==> src/rtl/tdc_report_scheduler.sv <==
// -----------------------------------------------------------------------------
// tdc_report_scheduler
//
// Frames TDC interval results and periodic heartbeat/status records into
// fixed 7-byte checksummed packets and feeds them one byte at a time to the
// UART serializer. Heartbeats win arbitration over measurements. A single
// holding register decouples the measurement stream from the serializer, and
// results that find it occupied are counted as drops.
//
// Parameters
//   HB_PERIOD  clk_100m cycles between heartbeat requests (>= 16)
//   SYNC_BYTE  first byte of every packet
//
// Ports
//   clk_100m      in   1  100 MHz clock, the only clock
//   rst           in   1  synchronous, active-high reset
//   meas_valid    in   1  pulse: new interval result on meas_data
//   meas_data     in  32  interval in clk_100m cycles
//   status_flags  in   8  status snapshot for heartbeat packets
//   tx_data       out  8  byte to serializer
//   tx_valid      out  1  tx_data is valid
//   tx_ready      in   1  serializer accepts on tx_valid & tx_ready
//   drop_count    out 16  measurements lost to backpressure (saturating)
//   busy          out  1  packet in flight
//
// Packet layout (bytes 0..6):
//   measurement: SYNC, 01, d[31:24], d[23:16], d[15:8], d[7:0], CHK
//   heartbeat  : SYNC, 02, seq, status_flags, drop[15:8], drop[7:0], CHK
//   CHK = XOR of bytes 1..5
// -----------------------------------------------------------------------------
module tdc_report_scheduler #(
  parameter int unsigned HB_PERIOD = 100_000_000,
  parameter logic [7:0]  SYNC_BYTE = 8'hA5
) (
  input  logic        clk_100m,
  input  logic        rst,
  input  logic        meas_valid,
  input  logic [31:0] meas_data,
  input  logic [7:0]  status_flags,
  output logic [7:0]  tx_data,
  output logic        tx_valid,
  input  logic        tx_ready,
  output logic [15:0] drop_count,
  output logic        busy
);

  localparam int          DATA_W = 32;
  localparam int          TW     = (HB_PERIOD > 1) ? $clog2(HB_PERIOD) : 1;
  localparam logic [TW-1:0] HB_TC = TW'(HB_PERIOD - 1);

  typedef enum logic {
    S_IDLE = 1'b0,
    S_SEND = 1'b1
  } state_t;

  function automatic logic [7:0] pkt_chk(input logic [7:0] b1, input logic [7:0] b2,
                                         input logic [7:0] b3, input logic [7:0] b4,
                                         input logic [7:0] b5);
    return b1 ^ b2 ^ b3 ^ b4 ^ b5;
  endfunction

  function automatic logic [15:0] sat_inc16(input logic [15:0] v);
    return (v == 16'hFFFF) ? v : v + 16'd1;
  endfunction

  // Control state
  state_t             r_state;
  state_t             w_state_nxt;
  logic [2:0]         r_idx;
  logic               r_hold_full;
  logic               r_hb_pending;
  logic [TW-1:0]      r_timer;
  logic [7:0]         r_seq;
  logic [15:0]        r_drop_count;

  // Datapath state (not reset: only meaningful when qualified by control)
  logic [DATA_W-1:0]  r_hold_data;
  logic [7:0]         r_buf [7];

  logic               w_load_hb;
  logic               w_load_meas;
  logic               w_capture;
  logic               w_drop;
  logic               w_tc;
  logic [7:0]         w_pkt [7];

  // ---------------------------------------------------------------------------
  // Arbitration / next state
  // ---------------------------------------------------------------------------
  always_comb begin
    w_state_nxt = r_state;
    w_load_hb   = 1'b0;
    w_load_meas = 1'b0;
    case (r_state)
      S_IDLE: begin
        if (r_hb_pending) begin
          w_load_hb   = 1'b1;
          w_state_nxt = S_SEND;
        end else if (r_hold_full) begin
          w_load_meas = 1'b1;
          w_state_nxt = S_SEND;
        end
      end
      S_SEND: begin
        if (tx_ready && (r_idx == 3'd6)) begin
          w_state_nxt = S_IDLE;
        end
      end
      default: w_state_nxt = S_IDLE;
    endcase
  end

  always_ff @(posedge clk_100m) begin
    if (rst) begin
      r_state <= S_IDLE;
    end else begin
      r_state <= w_state_nxt;
    end
  end

  // A result may be captured in the same cycle the entry is unloaded, so a
  // back-to-back arrival is kept rather than dropped.
  assign w_capture = meas_valid && (!r_hold_full || w_load_meas);
  assign w_drop    = meas_valid && !w_capture;
  assign w_tc      = (r_timer == HB_TC);

  // ---------------------------------------------------------------------------
  // Holding register, drop counter, heartbeat timer, sequence number
  // ---------------------------------------------------------------------------
  always_ff @(posedge clk_100m) begin
    if (rst) begin
      r_hold_full  <= 1'b0;
      r_drop_count <= 16'h0000;
      r_timer      <= '0;
      r_hb_pending <= 1'b0;
      r_seq        <= 8'h00;
    end else begin
      if (w_capture) begin
        r_hold_full <= 1'b1;
      end else if (w_load_meas) begin
        r_hold_full <= 1'b0;
      end

      if (w_drop) begin
        r_drop_count <= sat_inc16(r_drop_count);
      end

      r_timer <= w_tc ? '0 : r_timer + TW'(1);

      // A terminal count coinciding with a heartbeat load re-arms the
      // request instead of being absorbed by the clear.
      if (w_tc) begin
        r_hb_pending <= 1'b1;
      end else if (w_load_hb) begin
        r_hb_pending <= 1'b0;
      end

      if (w_load_hb) begin
        r_seq <= r_seq + 8'd1;
      end
    end
  end

  always_ff @(posedge clk_100m) begin
    if (w_capture) begin
      r_hold_data <= meas_data;
    end
  end

  // ---------------------------------------------------------------------------
  // Packet assembly: snapshot all seven bytes at load
  // ---------------------------------------------------------------------------
  always_comb begin
    w_pkt[0] = SYNC_BYTE;
    if (r_hb_pending) begin
      w_pkt[1] = 8'h02;
      w_pkt[2] = r_seq;
      w_pkt[3] = status_flags;
      w_pkt[4] = r_drop_count[15:8];
      w_pkt[5] = r_drop_count[7:0];
    end else begin
      w_pkt[1] = 8'h01;
      w_pkt[2] = r_hold_data[31:24];
      w_pkt[3] = r_hold_data[23:16];
      w_pkt[4] = r_hold_data[15:8];
      w_pkt[5] = r_hold_data[7:0];
    end
    w_pkt[6] = pkt_chk(w_pkt[1], w_pkt[2], w_pkt[3], w_pkt[4], w_pkt[5]);
  end

  always_ff @(posedge clk_100m) begin
    if (w_load_hb || w_load_meas) begin
      r_buf <= w_pkt;
    end
  end

  // ---------------------------------------------------------------------------
  // Byte sequencing
  // ---------------------------------------------------------------------------
  always_ff @(posedge clk_100m) begin
    if (rst) begin
      r_idx <= 3'd0;
    end else if (w_load_hb || w_load_meas) begin
      r_idx <= 3'd0;
    end else if ((r_state == S_SEND) && tx_ready) begin
      r_idx <= (r_idx == 3'd6) ? 3'd0 : r_idx + 3'd1;
    end
  end

  always_comb begin
    tx_data = 8'h00;
    if (r_state == S_SEND) begin
      case (r_idx)
        3'd0:    tx_data = r_buf[0];
        3'd1:    tx_data = r_buf[1];
        3'd2:    tx_data = r_buf[2];
        3'd3:    tx_data = r_buf[3];
        3'd4:    tx_data = r_buf[4];
        3'd5:    tx_data = r_buf[5];
        3'd6:    tx_data = r_buf[6];
        default: tx_data = 8'h00;
      endcase
    end
  end

  assign tx_valid   = (r_state == S_SEND);
  assign busy       = (r_state == S_SEND);
  assign drop_count = r_drop_count;

endmodule

==> config.mk <==
export PLATFORM = sky130hd
export DESIGN_NAME = tdc_report_scheduler
export DESIGN_NICKNAME = d
export VERILOG_FILES = /design/src/rtl/tdc_report_scheduler.sv
export SDC_FILE = /design/constraint.sdc
export NUM_CORES = 1
export LEC_CHECK = 0
export ABC_CLOCK_PERIOD_IN_PS = 2700
export BUFFER_PORTS_ARGS = -buffer_cell sky130_fd_sc_hd__buf_2
export CAP_MARGIN = 0
export CORE_ASPECT_RATIO = 1.1
export CORE_MARGIN = 4
export CORE_UTILIZATION = 54
export DETAILED_ROUTE_END_ITERATION = 7
export PLACE_DENSITY = 0.72
export SYNTH_ARGS = -nofsm -noshare
export SYNTH_HDL_FRONTEND = slang
export SYNTH_SLANG_ARGS = --single-unit
==> constraint.sdc <==
create_clock -name clk_100m -period 2.7 [get_ports clk_100m]
set_input_delay 0.27 -clock clk_100m [delete_from_list [all_inputs] [get_ports clk_100m]]
set_output_delay 0.27 -clock clk_100m [all_outputs]
set_load 0.005 [all_outputs]
### Yosys cells after proc, flatten, opt, wreduce, memory -nomap -nowiden

Cells that the tools add are included.
Widths: inputs -> output; s select.

* logic and storage cells: 62
* input port bits: 44
* register bits after elaboration: 137

* mux-type cells: 16
* reduce and logical (&&, ||, !) cells: 14
* bitwise logic cells: 6
* eq/ne operators: 8
* $add $sub $neg: 4

Operator list (count)
* $pmux 8 s7: 1
* $mux 34: 1
* $xor 8x8->8: 4
* $add 27x1->27 const B: 1
* $eq 27x27->1 const B: 1
* $add 16x1->16 const B: 1
* $eq 16x16->1 const B: 1
* $mux 1: 11
* $eq 3x3->1 const B: 3
* $add 8x1->8 const B: 1
* $mux 8: 1
* $eq 3x2->1 const B: 2
* $logic_and 1x1->1: 4
* $reduce_bool 2->1: 2
* $reduce_or 2->1: 2
* $add 3x1->3 const B: 1
* $eq 3x1->1 const B: 1
* $logic_not 3->1: 1
* $mux 3: 1
* $logic_not 1->1: 2
* $logic_or 1x1->1: 2
* $not 1->1: 2
* $pmux 1 s2: 1
* $reduce_and 2->1: 1

### Longest topological paths before layout

* word-level depth: 8
* mapped depth: 7
* gate-level depth less buffers: 6

### Least setup slack after synthesis

No wires, ideal clock.

* path type: flip-flop to flip-flop
* start: register r_hb_pending
* end: register r_buf[0] (netlist bit), enable pin
* slack: 0.339 ns
* library setup time: 0.396 ns
* cell stages (with the launch flop): 6
* clock period less this slack: 2.361 ns
* required time: 2.304 ns
* arrival: 1.964 ns
* cell sequence: dfxtp_1 buf_2 buf_2 nor2_1 or2_2 inv_1

* longest elaborated chain between the ends: 3

RTL lines
* from (decl): line 71 `logic r_hb_pending;`
* from (signal assigned): line 135 `r_hb_pending <= 1'b0;`
* from (signal assigned): line 153 `r_hb_pending <= 1'b1;`
* from (signal assigned): line 155 `r_hb_pending <= 1'b0;`
* $mux 1: line 96 `if (r_hb_pending) begin`
* $mux 1: line 94 `case (r_state)`
* $logic_or 1x1->1 *: line 192 `if (w_load_hb || w_load_meas) begin`
* to (signal assigned): line 193 `r_buf <= w_pkt;`
* to (decl): line 78 `logic [7:0] r_buf [7];`

Mark *: on every way between the ends. The rest lies on a longest branch, timed or not.
A chain may end at the register's enable or synchronous reset.

### Worst setup path after layout

* start: register r_idx[0]
* end: output port tx_data[7]

* longest elaborated chain between the ends: 3

RTL lines
* from (decl): line 69 `logic [2:0] r_idx;`
* from (signal assigned): line 206 `r_idx <= (r_idx == 3'd6) ? 3'd0 : r_idx + 3'd1;`
* $eq 3x3->1, or another cell as far along: line 213 `case (r_idx)`
* $pmux 8 s7 *: line 213
* $mux 8 *: line 212 `if (r_state == S_SEND) begin`
* to (decl): line 40 `output logic [7:0] tx_data,`

Marked as above.

==> results.sh <==
export IMPL_critPathMaxStageDelay_ns=0.49
export IMPL_cp_arrival_ns=2.25
export IMPL_grt_pass1_wl_um=21300
export IMPL_powerDensity_mw_per_mm2=696
export IMPL_die_w_um=108
export IMPL_async_reset_ff_share_pct=0
export IMPL_syn_to_final_growth_pct=19.0
export IMPL_synthSimpleGateAreaFrac_pct=15.7
export IMPL_clock_path_buffers=2
export IMPL_grt_pass1_vias=4161
export IMPL_critPathKind="flop to output pin"
export IMPL_start_util_pct=56.2
export IMPL_drt_wl_total_um=13200
export IMPL_clk_latency_ns=0.41
export IMPL_diodes=0
export IMPL_numPortBuffers=69
export IMPL_num_io_pins=70
export IMPL_final_nets=628
export IMPL_grt_start_max_net_pins=41
export IMPL_cts_hold_buf=0
export IMPL_ant_nets=0
export IMPL_rsz0062_at_grt="no"
export IMPL_drc=0
export IMPL_synth_top_family_by_area="simple AND/OR/NAND/NOR gates"
export IMPL_cts_root_buf="clkbuf_16"
export IMPL_cap_violations=0
export IMPL_synthFlopType="edfxtp_1"
export IMPL_num_rows=39
export IMPL_yosysWarnings=0
export IMPL_critPathLaunchType="flop"
export IMPL_critPathSlowestCell="a222oi_1"
export IMPL_fin_skew_ns=0.00579
export IMPL_dpl_cell_area_mm2=0.00640
export IMPL_synth_edff_count=74
export IMPL_dp_slack_ns=0.488
export IMPL_muxShareOfSynthArea_pct=7.29
export IMPL_synth_cell_types=48
export IMPL_drt_wirelength_per_cell_um=18.0
export IMPL_slew_viol_final=0
export IMPL_relSlewSlack_pct=55.7
export IMPL_irDropWorstVdd_uv=591
export IMPL_setup_tns_ns=0
export IMPL_die_h_um=118
export IMPL_p_leak_uw=0.00258
export IMPL_final_common_cell="edfxtp_1"
export IMPL_min_period_ns=2.52
export IMPL_dpl_hpwl_um=9330
export IMPL_ys_seq_area_share_pct=56.8
export IMPL_cp_required_ns=2.43
export IMPL_utilization_pct=66.8
export IMPL_numCtsBuffers=17
export IMPL_fin_crit_sh_pct=93.2
export IMPL_cts_tree="done"
export IMPL_stdcell_area_mm2=0.00704
export IMPL_viasPerCell=5.76
export IMPL_gp_congestion=0.895
export IMPL_numClockSinks=131
export IMPL_cp_end_kind="output pin"
export IMPL_grt_overflow=0
export IMPL_ctsHtreeMaxLevel=4
export IMPL_drive_above_1_share_pct=25.3
export IMPL_drt_first_pass_iters=5
export IMPL_hold_viol=0
export IMPL_core_area_mm2=0.0105
export IMPL_finalWorstSetupSlack_ns=0.183
export IMPL_netlist_area_mm2=0.00592
export IMPL_fmax_mhz=397
export IMPL_postSynthCellCount=508
export IMPL_cts_clk_slew_worst_paths_ns=0.06
export IMPL_drt_iter0_drc=245
export IMPL_dieArea_mm2=0.0127
export IMPL_synth_compound_area_share_pct=9.41
export IMPL_mostFrequentLayoutCells="edfxtp_1 (74), buf_2 (69), dfxtp_1 (55)"
export IMPL_tightest_slew_ns=0.664
export IMPL_syn_nets=556
export IMPL_avgSynthCellArea_um2=11.7
export IMPL_yosys_area_share_adder_pct=0.845
export IMPL_synth_xor_area_share_pct=7.48
export IMPL_status="complete, no violations"
export IMPL_hold_class="input port to flop"
export IMPL_synth_seq_cells=131
export IMPL_path_cells="buf_4 -> nor2_1 -> and2_1 -> a222oi_1 -> a21oi_1 -> buf_2"
export IMPL_vias=4237
export IMPL_grt_usage_pct=21.6
export IMPL_setup_viol=0
export IMPL_antenna_found_initial=0
export IMPL_critPathMaxFanout=14
[kinds of logic (layout without fill, tap and decap cells)]
kind of cell	after synthesis	in the layout
simple gates	171	171
xor+xnor	37	37
flops	131	131
fa+ha+maj	4	4
buf+inv	35	120
mux	39	39
compound gates	91	91
[where the power goes]
group | internal [uW] | switching, uW
Combinational | 122 | 126
Sequential | 2200 | 33.8
Clock | 1550 | 865
Total | 3880 | 1020
[through the flow]
step           instances  hold slack, ns  total power [uW]
2_1_floorplan        508           0.369              2430
3_3_place_gp         704           0.440              2520
3_5_place_dp         704           0.448              2530
4_1_cts              736          0.0141              4940
5_1_grt              736          0.0112              5060
6_report             736          0.0296              4900
[metal layers]
metal  track usage, %  vias up  part of all wire (%)
met3             5.27       20                   5.8
met1             28.2     2013                    43
met2             34.4      137                    50
met5                0        -                     0
li1                 -     2067                     -
met4             8.60        0                   1.6
[state kept, by name (all words and copies together), names as in the netlist]
register      count
busy              1
r_hold_full       1
r_timer          27
r_seq             8
r_buf            42
drop_count       16
r_hb_pending      1
r_hold_data      32
r_idx             3
[final timing paths]
check        slack (ns)     startpoint  depth (start not counted)              end
min                0.03  meas_data[25]                          1  r_hold_data[25]
max reg2reg        0.51           busy                          4   drop_count[15]
max                0.18       r_idx[0]                          6       tx_data[7]
min reg2reg        0.46     r_timer[0]                          1       r_timer[0]
[cells in the mapped netlist (all sizes together), types with 11 or more instances]
library cell	n	area share (%)
xor2	21	3.1
edfxtp	74	38
mux2	33	6.3
nor2	38	2.4
nand3	21	1.8
or4	12	1.6
nor3	12	1.0
or3	11	1.2
o21ai	16	1.4
dfxtp	57	19
nand4	19	2.0
nand2	20	1.3
o31ai	11	1.4
clkbuf	15	0.95
a21oi	42	3.6
[critical path: cells and delay by family, from the launching register on]
kind | cells | cell delay (ns)
simple gates | 2 | 0.33
buf+inv | 2 | 0.40
compound gates | 2 | 0.66
flops | 1 | 0.44
[final cells by class]
| type | count | area, um2 |
|---|---|---|
| clock buffers | 17 | 425 |
| clock inverters | 15 | 208 |
| fillers | 802 | 3500 |
| inverters | 10 | 37.5 |
| multi-input cells | 342 | 2410 |
| flip-flops and latches | 131 | 3370 |
| well taps | 143 | 179 |
| repair buffers | 78 | 413 |
[what timing repair did]
item	in CTS	in global routing
gates resized for setup	0	3
endpoints found under the setup margin	0	8
buffers inserted	0	0
endpoints found under the hold margin	0	0
No activity file was read; power rests on OpenSTA's default activity.
